===== src/rtl/msdap_s2p_input.sv =====
// msdap_s2p_input
//   Stereo serial-to-parallel front end for the MSDAP datapath. Two serial
//   lines (left/right) carry MSB-first words. Each word is aligned by a
//   one-cycle frame pulse. Each completed word pair is presented in parallel
//   with a one-cycle s2p_done pulse. Runs of all-zero pairs are tracked so
//   that Control can decide when to sleep.
//
// Ports
//   clk        in   1       system clock, posedge
//   start      in   1       asynchronous active-high reset
//   frame      in   1       marks the MSB slot of a new word
//   in_l       in   1       left serial data
//   in_r       in   1       right serial data
//   in_ready   in   1       accept frame/bits only while high (otherwise hold)
//   s2p_clear  in   1       synchronous clear, overrides frame and bits
//   data_l     out  WORD_W  last complete left word
//   data_r     out  WORD_W  last complete right word
//   s2p_done   out  1       one-cycle pulse when data_l/data_r update
//   all_zeros  out  1       ZERO_RUN consecutive zero pairs seen
module msdap_s2p_input #(
  parameter int WORD_W   = 16,
  parameter int ZERO_RUN = 800
) (
  input  logic              clk,
  input  logic              start,
  input  logic              frame,
  input  logic              in_l,
  input  logic              in_r,
  input  logic              in_ready,
  input  logic              s2p_clear,
  output logic [WORD_W-1:0] data_l,
  output logic [WORD_W-1:0] data_r,
  output logic              s2p_done,
  output logic              all_zeros
);

  localparam int BC_W = $clog2(WORD_W);
  localparam int ZC_W = $clog2(ZERO_RUN + 1);
  localparam logic [BC_W-1:0] LAST_BIT = BC_W'(WORD_W - 1);
  localparam logic [ZC_W-1:0] ZC_MAX   = ZC_W'(ZERO_RUN);

  typedef enum logic {IDLE, SHIFT} state_t;

  state_t            state;
  // Only WORD_W-1 bits need storing: the final bit goes straight from the
  // serial input into data_l/data_r on the completing edge.
  logic [WORD_W-2:0] shift_l;
  logic [WORD_W-2:0] shift_r;
  logic [BC_W-1:0]   bit_cnt;
  logic [ZC_W-1:0]   zero_cnt;

  logic [WORD_W-1:0] next_l;
  logic [WORD_W-1:0] next_r;
  logic [ZC_W-1:0]   zero_cnt_next;

  // Saturating increment: the zero-run counter must never wrap back to 0.
  function automatic logic [ZC_W-1:0] sat_inc(input logic [ZC_W-1:0] v);
    return (v == ZC_MAX) ? v : v + ZC_W'(1);
  endfunction

  // Word as it would stand after shifting in the current bits, and the zero
  // run it would produce if this edge completes the word.
  always_comb begin
    next_l        = {shift_l, in_l};
    next_r        = {shift_r, in_r};
    zero_cnt_next = '0;
    if ((next_l == '0) && (next_r == '0))
      zero_cnt_next = sat_inc(zero_cnt);
  end

  always_ff @(posedge clk or posedge start) begin
    if (start) begin
      state     <= IDLE;
      shift_l   <= '0;
      shift_r   <= '0;
      bit_cnt   <= '0;
      zero_cnt  <= '0;
      data_l    <= '0;
      data_r    <= '0;
      s2p_done  <= 1'b0;
      all_zeros <= 1'b0;
    end else begin
      s2p_done <= 1'b0;
      if (s2p_clear) begin
        state     <= IDLE;
        shift_l   <= '0;
        shift_r   <= '0;
        bit_cnt   <= '0;
        zero_cnt  <= '0;
        data_l    <= '0;
        data_r    <= '0;
        all_zeros <= 1'b0;
      end else if (in_ready) begin
        if (frame) begin
          // A frame always restarts: any partial word (even one at its LSB
          // slot) is dropped and this bit becomes the new MSB.
          state   <= SHIFT;
          shift_l <= {{(WORD_W-2){1'b0}}, in_l};
          shift_r <= {{(WORD_W-2){1'b0}}, in_r};
          bit_cnt <= BC_W'(1);
        end else if (state == SHIFT) begin
          if (bit_cnt == LAST_BIT) begin
            data_l    <= next_l;
            data_r    <= next_r;
            s2p_done  <= 1'b1;
            zero_cnt  <= zero_cnt_next;
            all_zeros <= (zero_cnt_next == ZC_MAX);
            bit_cnt   <= '0;
            state     <= IDLE;
          end else begin
            shift_l <= next_l[WORD_W-2:0];
            shift_r <= next_r[WORD_W-2:0];
            bit_cnt <= bit_cnt + BC_W'(1);
          end
        end
      end
    end
  end

endmodule


===== config.mk =====
export PLATFORM = sky130hd
export DESIGN_NAME = msdap_s2p_input
export DESIGN_NICKNAME = d
export VERILOG_FILES = /design/src/rtl/msdap_s2p_input.sv
export SDC_FILE = /design/constraint.sdc
export NUM_CORES = 1
export LEC_CHECK = 0
export BUFFER_PORTS_ARGS = -buffer_cell sky130_fd_sc_hd__buf_2
export CAP_MARGIN = 20
export CELL_PAD_IN_SITES_DETAIL_PLACEMENT = 1
export CELL_PAD_IN_SITES_GLOBAL_PLACEMENT = 2
export CORE_ASPECT_RATIO = 1.75
export CORE_UTILIZATION = 35
export DETAILED_ROUTE_END_ITERATION = 16
export PLACE_DENSITY_LB_ADDON = 0.1
export RECOVER_POWER = 100
export SYNTH_ARGS = -nofsm -noshare
export SYNTH_HDL_FRONTEND = slang
export SYNTH_SLANG_ARGS = --single-unit

===== constraint.sdc =====
create_clock -name clk -period 2.1 [get_ports clk]
set_clock_uncertainty 0.2 [all_clocks]
set_input_delay 0 -clock clk [delete_from_list [all_inputs] [get_ports clk]]
set_output_delay 0 -clock clk [all_outputs]
set_load 0.03 [all_outputs]

==> metrics.md <==
| Metric | Value |
|---|---|
| Outcome | finished, final reports clean |
| Share of layout cells above drive strength 1 | 19.77% |
| HP Class | in -> async |
| Global router's overall resource usage | 18.95% |
| Setup ws final | 0.06868 ns |
| Commonest non-fill, non-tap cell in the layout | dfrtp_1 |
| # DRC | 0 |
| H-tree depth | 3 |
| Area grow syn2layout | 29.76% |
| Core outline area | 0.009151 mm2 |
| CTS sink cnt | 79 |
| Port Buffers | 40 |
| Global-route wire length before repair | 13740 um |
| P_leak | 0.002002 uW |
| Fin. max-slew vios | 0 |
| Clk root buf | clkbuf_16 |
| Die area | 0.009874 mm2 |
| Max VDD drop | 0.4701 mV |
| Switching pwr | 697.5 uW |
| N_diodes | 0 |
| IO Pins | 41 |
| Total Routed Length | 8546 um |
| Pwr dens | 775.7 mW/mm2 |
| Average vias per placed instance | 5.326 |
| Fin area | 0.004299 mm2 |
| Primary FF master, synth | dfrtp_1 |
| Gp weighted congestion | 0.7409 |
| Pint | 2637 uW |
| Gr ovfl total | 0 |
| Initial antenna violation count | 0 |
| Worst Max-Slew Pin Slew | 1.004 ns |
| DR pass1 iterations | 4 |
| Mapped Area | 0.003313 mm2 |
| Hold_ws | 0.1808 ns |
| Synth Register Bits | 79 |
| Min cycle time layout | 2.031 ns |
| Final setup viols | 0 |
| Most frequent cells in the layout | dfrtp_1 (78), a22o_1 (62), clkbuf_1 (39), buf_4 (27), nor2_1 (12) |
| NumNets Final | 356 |
| Hpwl dp | 5620 um |
| Die Wd | 75.55 um |
| Gate power share | 4.4% |
| Final hold vios | 0 |
| Place WS | -0.1552 ns |
| Area post-placement | 0.003891 mm2 |
| Net Sw Frac | 20.92% |
| Fin crit share | 96.73% |
| Startpoint Class | flop |
| CTS max path bufs | 2 |
| Max-cap violations | 0 |
| Number of global-route vias before repair | 2636 |
| Number of enable flip-flop cells after synthesis | 0 |
| Worst-skew pair later-pin latency | 0.33 ns |
| Crit path capture type | flop |
| Multi-input logic area | 0.001296 mm2 |
| Die Y | 130.7 um |
| Largest net degree at the start of global routing | 60 |
| Reg power frac | 46.0% |
| Setup TNS | 0 ns |
| Total power draw | 3335 uW |
| Worst EP required | 2.12 ns |
| Antenna Violating Nets Remaining | 0 |
| Clock Power Share | 49.6% |
| Critical path peak fanout | 14 |
| Synth Warn # | 0 |
| Post-synth ARST share | 100.0% |
| Relative slew margins | 32.73% |
| TritonCTS clock tree | yes |
| Syn Area/Cell | 12.32 um2 |
| Yosys cell types | 40 |
| Initial Util | 36.20% |
| Crit path DAT | 2.05 ns |
| Post-Syn Instances | 269 |
| Synth Net Count | 279 |
| DRT iter0 DRCs | 122 |
| Register-to-Register Setup Slack | 0.07 ns |
| FILL cells | 988 |
| Cell Rows | 46 |
| Setup CP Type | reg -> reg |
| Wire per inst | 18.22 um |
| Seq/Total Area, Yosys | 59.67% |
| DR vias | 2498 |
| Achievable frequency | 492.3 MHz |
| TritonCTS Buffers | 9 |
| Clk pin slew, worst setup/hold paths | 0.06 ns |
| Seq. cell area | 0.001978 mm2 |
[worst max-delay path, cell delays in order, from the launching register on]
cell       delay [ns]
dfrtp_1          0.35
ha_1             0.17
buf_4            0.12
and3_1           0.27
clkbuf_1         0.23
nor4_4           0.05
buf_4            0.17
clkbuf_16        0.17
a22o_1           0.18
[routing by layer]
| layer | global-route usage [%] | up-vias | part of all wire, % |
|---|---|---|---|
| met3 | 3.604 | 14 | 2.4 |
| met4 | 7.516 | 0 | 1.7 |
| met2 | 31.36 | 33 | 53 |
| met5 | 0 | - | 0 |
| met1 | 24.11 | 1274 | 43 |
| li1 | - | 1177 | - |
[sequential cells by signal, indices dropped and copies added (netlist names)]
name / count
shift_r: 15
all_zeros: 1
shift_l: 15
zero_cnt: 10
s2p_done: 1
data_l: 16
data_r: 16
bit_cnt: 4
state: 1
[synthesized netlist by cell type (2+ instances only)]
| cell | number | area (um2) |
|---|---|---|
| and3_1 | 7 | 43.79 |
| a21oi_1 | 8 | 40.04 |
| a22o_1 | 62 | 543.0 |
| xnor2_1 | 3 | 26.28 |
| nand3b_1 | 2 | 15.01 |
| mux2i_1 | 2 | 20.02 |
| dfrtp_1 | 79 | 1977 |
| nor4_1 | 8 | 50.05 |
| nand4_1 | 4 | 25.02 |
| nand2_1 | 11 | 41.29 |
| ha_1 | 3 | 37.54 |
| nand2b_1 | 3 | 18.77 |
| nor2_1 | 12 | 45.04 |
| a21o_1 | 2 | 15.01 |
| inv_1 | 5 | 18.77 |
| buf_2 | 12 | 60.06 |
| a31oi_1 | 5 | 31.28 |
| nor3b_1 | 2 | 15.01 |
| o21ai_0 | 9 | 45.04 |
| nand4b_1 | 2 | 17.52 |
| nor2b_1 | 2 | 12.51 |
| nand3_1 | 6 | 30.03 |
| clkbuf_1 | 2 | 7.510 |
| a22oi_1 | 2 | 15.01 |
[repair_timing]
item	CTS	global route
cloned	0	1
resized for setup	5	6
hold buffers	6	0
endpoints found under the hold margin	89	0
buffers inserted	2	1
setup endpoints to repair	36	30
pin swaps	4	5
[power by group through the flow]
stage	Combinational [uW]	Clock [uW]	Sequential, uW
floorplan	76.5	0	1560
global placement	141	0	1560
detailed placement	143	0	1560
CTS	153	1690	1530
global route	165	1750	1530
finish	147	1650	1530
[cell families after synthesis]
group                    Yosys count  share of synthesized area [%]
AND/OR/NAND/NOR                   67                          12.20
buffers and inverters             22                          3.286
adder cells (fa/ha/maj)            3                          1.133
XOR/XNOR                           3                         0.7932
AO/OA/AOI/OAI                     92                          21.98
multiplexers                       3                         0.9441
flip-flops                        79                          59.67
[path summary, 6_finish.rpt]
kind,from,endpoint,cells after the start
max,bit_cnt[0]$_DFFE_PP0P_,shift_l[1]$_DFFE_PP0P_,8
min,start,shift_l[11]$_DFFE_PP0P_,3
max reg2reg,bit_cnt[0]$_DFFE_PP0P_,shift_l[1]$_DFFE_PP0P_,8
min reg2reg,all_zeros$_DFFE_PP0P_,all_zeros$_DFFE_PP0P_,2
max in group asynchronous,start,shift_r[11]$_DFFE_PP0P_,4
min in group clk,in_r,data_r[0]$_DFFE_PP0P_,3
[layout make-up]
type                            count  area share [%]
Clock buffer                       11           5.646
Clock inverter                      3           1.601
Inverter                            5          0.4657
Multi-Input combinational cell    168           30.15
Sequential cell                    79           46.01
Tap cell                          120           3.492
Timing Repair Buffer               83           12.63
[metrics by stage]
step                std cells  utilization (%)
floorplan                 269                -
global placement          446            42.52
detailed placement        446            42.52
CTS                       467            46.99
global route              469            46.98
finish                    469            46.98
(Power assumes the default switching activity.)
